`src/rtl/udp_arb_pkg.sv`:
```
// Shared types and field widths for the UDP TX arbiter.
package udp_arb_pkg;

  typedef enum logic [1:0] {
    IDLE,
    HDR,
    PAYLOAD
  } arb_state_t;

  localparam int UDP_PORT_W = 16;
  localparam int IP_ADDR_W  = 32;
  localparam int IP_PROTO_W = 8;

endpackage

```
`src/rtl/udp_tx_arbiter_rr.sv`:
```
// Combinational round-robin picker: first requester after last_grant, wrapping.
module rr_arbiter #(
  parameter  int NUM_PORTS = 4,
  localparam int GW        = $clog2(NUM_PORTS)
) (
  input  logic [NUM_PORTS-1:0] req,
  input  logic [GW-1:0]        last_grant,
  output logic [GW-1:0]        grant,
  output logic                 any_req
);

  localparam logic [GW:0] NP = (GW+1)'(NUM_PORTS);

  logic [GW:0] cand;

  always_comb begin
    grant   = last_grant;
    any_req = 1'b0;
    cand    = '0;
    for (int k = 1; k <= NUM_PORTS; k++) begin
      cand = {1'b0, last_grant} + (GW+1)'(k);
      if (cand >= NP) begin
        cand = cand - NP;
      end
      if (!any_req && req[cand[GW-1:0]]) begin
        any_req = 1'b1;
        grant   = cand[GW-1:0];
      end
    end
  end

endmodule

```
`src/rtl/udp_tx_arbiter.sv`:
```
// Round-robin sharing of one UDP TX header+payload path, grant held per packet.
// Optional per-port packet counters when UDP_TX_ARB_STATS_EN is defined.
module udp_tx_arbiter
  import udp_arb_pkg::*;
#(
  parameter  int NUM_PORTS      = 4,
  parameter  int AXI_DATA_WIDTH = 8,
  localparam int GW             = $clog2(NUM_PORTS)
) (
  input  logic                                i_clk,
  input  logic                                i_reset,
  input  logic [NUM_PORTS-1:0]                s_hdr_tvalid,
  output logic [NUM_PORTS-1:0]                s_hdr_trdy,
  input  logic [UDP_PORT_W*NUM_PORTS-1:0]     s_udp_src_port,
  input  logic [UDP_PORT_W*NUM_PORTS-1:0]     s_udp_dst_port,
  input  logic [IP_ADDR_W*NUM_PORTS-1:0]      s_ip_src_ip_addr,
  input  logic [IP_ADDR_W*NUM_PORTS-1:0]      s_ip_dst_ip_addr,
  input  logic [IP_PROTO_W*NUM_PORTS-1:0]     s_ip_protocol,
  input  logic [AXI_DATA_WIDTH*NUM_PORTS-1:0] s_axis_tdata,
  input  logic [NUM_PORTS-1:0]                s_axis_tvalid,
  input  logic [NUM_PORTS-1:0]                s_axis_tlast,
  output logic [NUM_PORTS-1:0]                s_axis_trdy,
  output logic                                m_hdr_tvalid,
  input  logic                                m_hdr_trdy,
  output logic [UDP_PORT_W-1:0]               m_udp_src_port,
  output logic [UDP_PORT_W-1:0]               m_udp_dst_port,
  output logic [IP_ADDR_W-1:0]                m_ip_src_ip_addr,
  output logic [IP_ADDR_W-1:0]                m_ip_dst_ip_addr,
  output logic [IP_PROTO_W-1:0]               m_ip_protocol,
  output logic [AXI_DATA_WIDTH-1:0]           m_axis_tdata,
  output logic                                m_axis_tvalid,
  output logic                                m_axis_tlast,
  input  logic                                m_axis_trdy,
  output logic [GW-1:0]                       m_grant,
  output logic                                m_busy
`ifdef UDP_TX_ARB_STATS_EN
  ,
  output logic [32*NUM_PORTS-1:0]             m_pkt_count
`endif
);

  arb_state_t    state_reg, state_next;
  logic [GW-1:0] grant_reg, last_grant_reg;
  logic [GW-1:0] arb_grant;
  logic          arb_any;
  logic          hdr_done, pkt_done;

  logic [UDP_PORT_W-1:0]     src_port_arr [NUM_PORTS];
  logic [UDP_PORT_W-1:0]     dst_port_arr [NUM_PORTS];
  logic [IP_ADDR_W-1:0]      src_ip_arr   [NUM_PORTS];
  logic [IP_ADDR_W-1:0]      dst_ip_arr   [NUM_PORTS];
  logic [IP_PROTO_W-1:0]     proto_arr    [NUM_PORTS];
  logic [AXI_DATA_WIDTH-1:0] data_arr     [NUM_PORTS];

  generate
    for (genvar gi = 0; gi < NUM_PORTS; gi++) begin : g_unpack
      assign src_port_arr[gi] = s_udp_src_port[UDP_PORT_W*gi +: UDP_PORT_W];
      assign dst_port_arr[gi] = s_udp_dst_port[UDP_PORT_W*gi +: UDP_PORT_W];
      assign src_ip_arr[gi]   = s_ip_src_ip_addr[IP_ADDR_W*gi +: IP_ADDR_W];
      assign dst_ip_arr[gi]   = s_ip_dst_ip_addr[IP_ADDR_W*gi +: IP_ADDR_W];
      assign proto_arr[gi]    = s_ip_protocol[IP_PROTO_W*gi +: IP_PROTO_W];
      assign data_arr[gi]     = s_axis_tdata[AXI_DATA_WIDTH*gi +: AXI_DATA_WIDTH];
    end
  endgenerate

  rr_arbiter #(
    .NUM_PORTS (NUM_PORTS)
  ) u_rr (
    .req        (s_hdr_tvalid),
    .last_grant (last_grant_reg),
    .grant      (arb_grant),
    .any_req    (arb_any)
  );

  // Handshakes are taken from the inputs directly to keep the mux out of the feedback path.
  assign hdr_done = (state_reg == HDR) && s_hdr_tvalid[grant_reg] && m_hdr_trdy;
  assign pkt_done = (state_reg == PAYLOAD) && s_axis_tvalid[grant_reg] &&
                    s_axis_tlast[grant_reg] && m_axis_trdy;

  always_ff @(posedge i_clk or posedge i_reset) begin
    if (i_reset) begin
      state_reg      <= IDLE;
      grant_reg      <= '0;
      last_grant_reg <= GW'(NUM_PORTS - 1);
    end else begin
      state_reg <= state_next;
      if ((state_reg == IDLE) && arb_any) begin
        grant_reg <= arb_grant;
      end
      if (pkt_done) begin
        last_grant_reg <= grant_reg;
      end
    end
  end

  always_comb begin
    state_next = state_reg;
    case (state_reg)
      IDLE:    if (arb_any)  state_next = HDR;
      HDR:     if (hdr_done) state_next = PAYLOAD;
      PAYLOAD: if (pkt_done) state_next = IDLE;
      default:               state_next = IDLE;
    endcase
  end

  always_comb begin
    m_hdr_tvalid     = 1'b0;
    m_udp_src_port   = '0;
    m_udp_dst_port   = '0;
    m_ip_src_ip_addr = '0;
    m_ip_dst_ip_addr = '0;
    m_ip_protocol    = '0;
    m_axis_tdata     = '0;
    m_axis_tvalid    = 1'b0;
    m_axis_tlast     = 1'b0;
    s_hdr_trdy       = '0;
    s_axis_trdy      = '0;
    if (state_reg == HDR) begin
      m_hdr_tvalid          = s_hdr_tvalid[grant_reg];
      m_udp_src_port        = src_port_arr[grant_reg];
      m_udp_dst_port        = dst_port_arr[grant_reg];
      m_ip_src_ip_addr      = src_ip_arr[grant_reg];
      m_ip_dst_ip_addr      = dst_ip_arr[grant_reg];
      m_ip_protocol         = proto_arr[grant_reg];
      s_hdr_trdy[grant_reg] = m_hdr_trdy;
    end
    if (state_reg == PAYLOAD) begin
      m_axis_tdata           = data_arr[grant_reg];
      m_axis_tvalid          = s_axis_tvalid[grant_reg];
      m_axis_tlast           = s_axis_tlast[grant_reg];
      s_axis_trdy[grant_reg] = m_axis_trdy;
    end
  end

  assign m_busy  = (state_reg != IDLE);
  assign m_grant = m_busy ? grant_reg : '0;

`ifdef UDP_TX_ARB_STATS_EN
  generate
    for (genvar gi = 0; gi < NUM_PORTS; gi++) begin : g_stats
      localparam logic [GW-1:0] PORT_ID = GW'(gi);
      logic [31:0] cnt_reg;
      always_ff @(posedge i_clk or posedge i_reset) begin
        if (i_reset) begin
          cnt_reg <= '0;
        end else if (pkt_done && (grant_reg == PORT_ID)) begin
          cnt_reg <= cnt_reg + 32'd1;
        end
      end
      assign m_pkt_count[32*gi +: 32] = cnt_reg;
    end
  endgenerate
`endif

endmodule

```
`config.mk`:
```
export PLATFORM = sky130hd
export DESIGN_NAME = udp_tx_arbiter
export DESIGN_NICKNAME = d
export VERILOG_FILES = /design/src/rtl/udp_arb_pkg.sv /design/src/rtl/udp_tx_arbiter_rr.sv /design/src/rtl/udp_tx_arbiter.sv
export SDC_FILE = /design/constraint.sdc
export NUM_CORES = 1
export LEC_CHECK = 0
export ABC_AREA = 1
export CORE_AREA = 4 4 230 232
export CTS_CLUSTER_SIZE = 24
export DETAILED_ROUTE_END_ITERATION = 8
export DIE_AREA = 0 0 234 236
export GPL_TIMING_DRIVEN = 0
export PLACE_DENSITY = 0.33
export REMOVE_ABC_BUFFERS = 1
export SLEW_MARGIN = 20
export SYNTH_ARGS = -nofsm -noshare
export SYNTH_HDL_FRONTEND = slang
export SYNTH_SLANG_ARGS = --single-unit
```
`constraint.sdc`:
```
create_clock -name i_clk -period 1.7 [get_ports i_clk]
set_clock_uncertainty 0.05 [all_clocks]
set_input_delay 0.34 -clock i_clk [delete_from_list [all_inputs] [get_ports i_clk]]
set_output_delay 0.34 -clock i_clk [all_outputs]
set_load 0.1 [all_outputs]
```
==> flow_metrics.tcl <==
set metrics [dict create \
    rsz0062_at_grt "yes" \
    timing.final.crit_share_pct 142 \
    grt_pass1_vias 7775 \
    syn_area_um2 3320 \
    drt_iter0_drc 238 \
    placed_cell_area_um2 10200 \
    p_leak_nw 5.07 \
    ys_ff_latch 6 \
    yosysTopAreaCell "nand2_1" \
    ir_worst_vdd_v 0.00166 \
    pre_cts_ws_ns -2.39 \
    hold_ws_ns 0.307 \
    syn_avg_cell_area_um2 5.27 \
    grt_max_degree 54 \
    fin_area_um2 14100 \
    timing_worst_slew_pin_value_ns 0.528 \
    synth_top_family_by_area "compound AO/OA/AOI/OAI gates" \
    maxCapViolations 0 \
    synth-async-reset-ratio_pct 100 \
    antenna_found_initial 4 \
    reg2reg_to "state_reg[1]$_DFFE_PP0P_" \
    avgRoutedWirePerCell_um 22.4 \
    cpMaxStageDelayCell "dfrtp_2" \
    synth_top_area_share_pct 31.9 \
    yosysUniqueCellTypes 23 \
    rows 83 \
    ff2ff_path_depth 13 \
    min_period_ns 2.42 \
    synth_commonest_cells "282 x nand2_1, 113 x a22oi_1, 113 x a31oi_1, 36 x buf_2, 20 x clkbuf_1" \
    clockBufferDepth 2 \
    worst_slack_ns -0.719 \
    areaGrowthSynthToFinish_pct 326 \
    initial_core_util_pct 6.51 \
    hpwl_um 30000 \
    synth.most_common_cell "nand2_1" \
    vias_per_cell 3.89 \
    hp-class "in2async" \
    grt.overflow.total 0 \
    timing.rr.start "grant_reg[0]$_DFFE_PP0P_" \
    wirelength_um 44200 \
    cts_tree "done" \
    end_kind "primary output" \
    synth-simple-area-share_pct 35.7 \
    critPathArrivalTime_ns 2.03 \
    crit_top_cell "buf_6" \
    synth-edff-count 0 \
    io_buffer_count 589 \
    setup_tns_ns -73.96 \
    cp-start-kind "flip-flop" \
    drive_gt1_share_pct 39.3 \
    drtAntennaViolNets 0 \
    cts_root_buffer "clkbuf_16" \
    clk_latency_ns 0.23 \
    synth_compound_area_share_pct 48.2 \
    postCtsHoldBufs 0 \
    synth.area.mux_share_pct 0 \
    synth_area_leaders "nand2_1 32%, a22oi_1 26%, a31oi_1 21%" \
    io_pins 590 \
    crit_start "grant_reg[0]$_DFFE_PP0P_" \
    fmax_mhz 413 \
    synthAdderAreaFrac_pct 0 \
    outcome "finished with violations" \
    fillers 5448 \
    syn_inst 630 \
    die_h_um 236 \
    crit_type "reg2out" \
    track_usage_pct 13.6 \
    die-area_um2 55200 \
    setup_viol 126 \
    vias 7688 \
    r2r_slack_ns -0.20 \
    final_max_slew_viol_count 0 \
    clock_sinks 6 \
    routabilityCongestion 0.767 \
    numCtsBuffers 3 \
    core_area_um2 51000 \
    synth-seq-area-share_pct 4.60 \
    violations "negative setup slack" \
    max_slew_margin_pct 64.8 \
    path_clk_slew_ns 0.03 \
    drc 0 \
    fin_nets 1757 \
    worstPathCellList "buf_6 > nor2_4 > buf_6 > buf_16 > buf_16 > nand2_1 > a31oi_2 > buf_6" \
    p_per_area_nw_per_um2 2430 \
    synthFlopType "dfrtp_1" \
    post-route-util_pct 27.7 \
    yosys.area_share.xor_xnor_pct 0 \
    finalHoldViolCount 0 \
    dr.pass1.iters 4 \
    worstPathRequired_ns 1.31 \
    cp_slowest_stage_delay_ns 0.45 \
    grt_pass1_wl_um 55100 \
    die_w_um 234 \
    htree_levels 1 \
    critPathMaxFanout 7 \
    crit_end "m_ip_protocol[6]" \
    yosysWarnings 0 \
]
[repair_timing]
item / in CTS / in global routing
hold endpoints to repair: 0 / 0
pin swaps: 47 / 83
cloned: 16 / 19
setup endpoints to repair: 131 / 131
gates resized for setup: 1012 / 425
buffers inserted: 41 / 43
[cell type report]
type	count	area [µm²]	share of cell area (%)
inverter	20	141	1.00
clock buffer	3	75.1	0.531
sequential	6	156	1.11
multi-input combinational	541	4300	30.4
timing repair buffer	719	8560	60.6
antenna	3	7.51	0.0531
tap	680	851	6.02
timing repair inverter	2	32.5	0.230
[logic make-up after synthesis]
logic type,after synthesis
DFF,6
and+or+nand+nor,308
AOI/OAI and AO/OA,233
buffers and inverters,83
[stage by stage]
step                std cells  total power, mW
finish                   1974             34.3
global route             1973             35.5
CTS                      1913             29.0
detailed placement       1853             24.2
global placement         1836             19.0
floorplan                 567             16.4
[layer usage]
metal / vias up / part of all wire (%) / GRT usage, % / wire length (µm)
met5: - / 0 / 0 / 0
li1: 3636 / - / - / -
met1: 3626 / 40 / 15.6 / 17600
met2: 389 / 50 / 25.0 / 22100
met3: 37 / 8.1 / 3.61 / 3570
met4: 0 / 2.2 / 2.59 / 956
[where the power goes]
group	total, mW	internal [mW]	switching (mW)
Clock	0.380	0.302	0.0782
Combinational	33.6	12.2	21.4
Sequential	0.329	0.222	0.107
[placed cells by master (no fill, tap or decap), drive strengths merged, types with 4 or more instances in the layout]
cell type,instances
a31oi,113
nor2,19
inv,17
a22oi,113
nand2,282
nand3,6
clkbuf,20
clkdlybuf4s50,462
dfrtp,4
buf,239
[worst max-delay path: cells and delay by family, from the launching register on]
kind | cells | cell delay, ns
flops | 1 | 0.45
compound gates | 1 | 0.23
simple gates | 2 | 0.22
buf+inv | 5 | 0.86
[worst min-delay path by stage]
| stage | depth (start not counted) | startpoint | to | slack [ns] |
|---|---|---|---|---|
| after floorplan | 1 | i_reset | grant_reg[0]$_DFFE_PP0P_ | 0.08 |
| after global placement | 2 | last_grant_reg[1]$_DFFE_PP1P_ | last_grant_reg[1]$_DFFE_PP1P_ | 0.49 |
| after detailed placement | 2 | last_grant_reg[1]$_DFFE_PP1P_ | last_grant_reg[1]$_DFFE_PP1P_ | 0.48 |
| after CTS | 2 | i_reset | grant_reg[1]$_DFFE_PP0P_ | 0.31 |
| after global routing | 2 | i_reset | grant_reg[1]$_DFFE_PP0P_ | 0.34 |
| final | 2 | i_reset | grant_reg[1]$_DFFE_PP0P_ | 0.31 |
No activity file was read; power rests on OpenSTA's default activity.
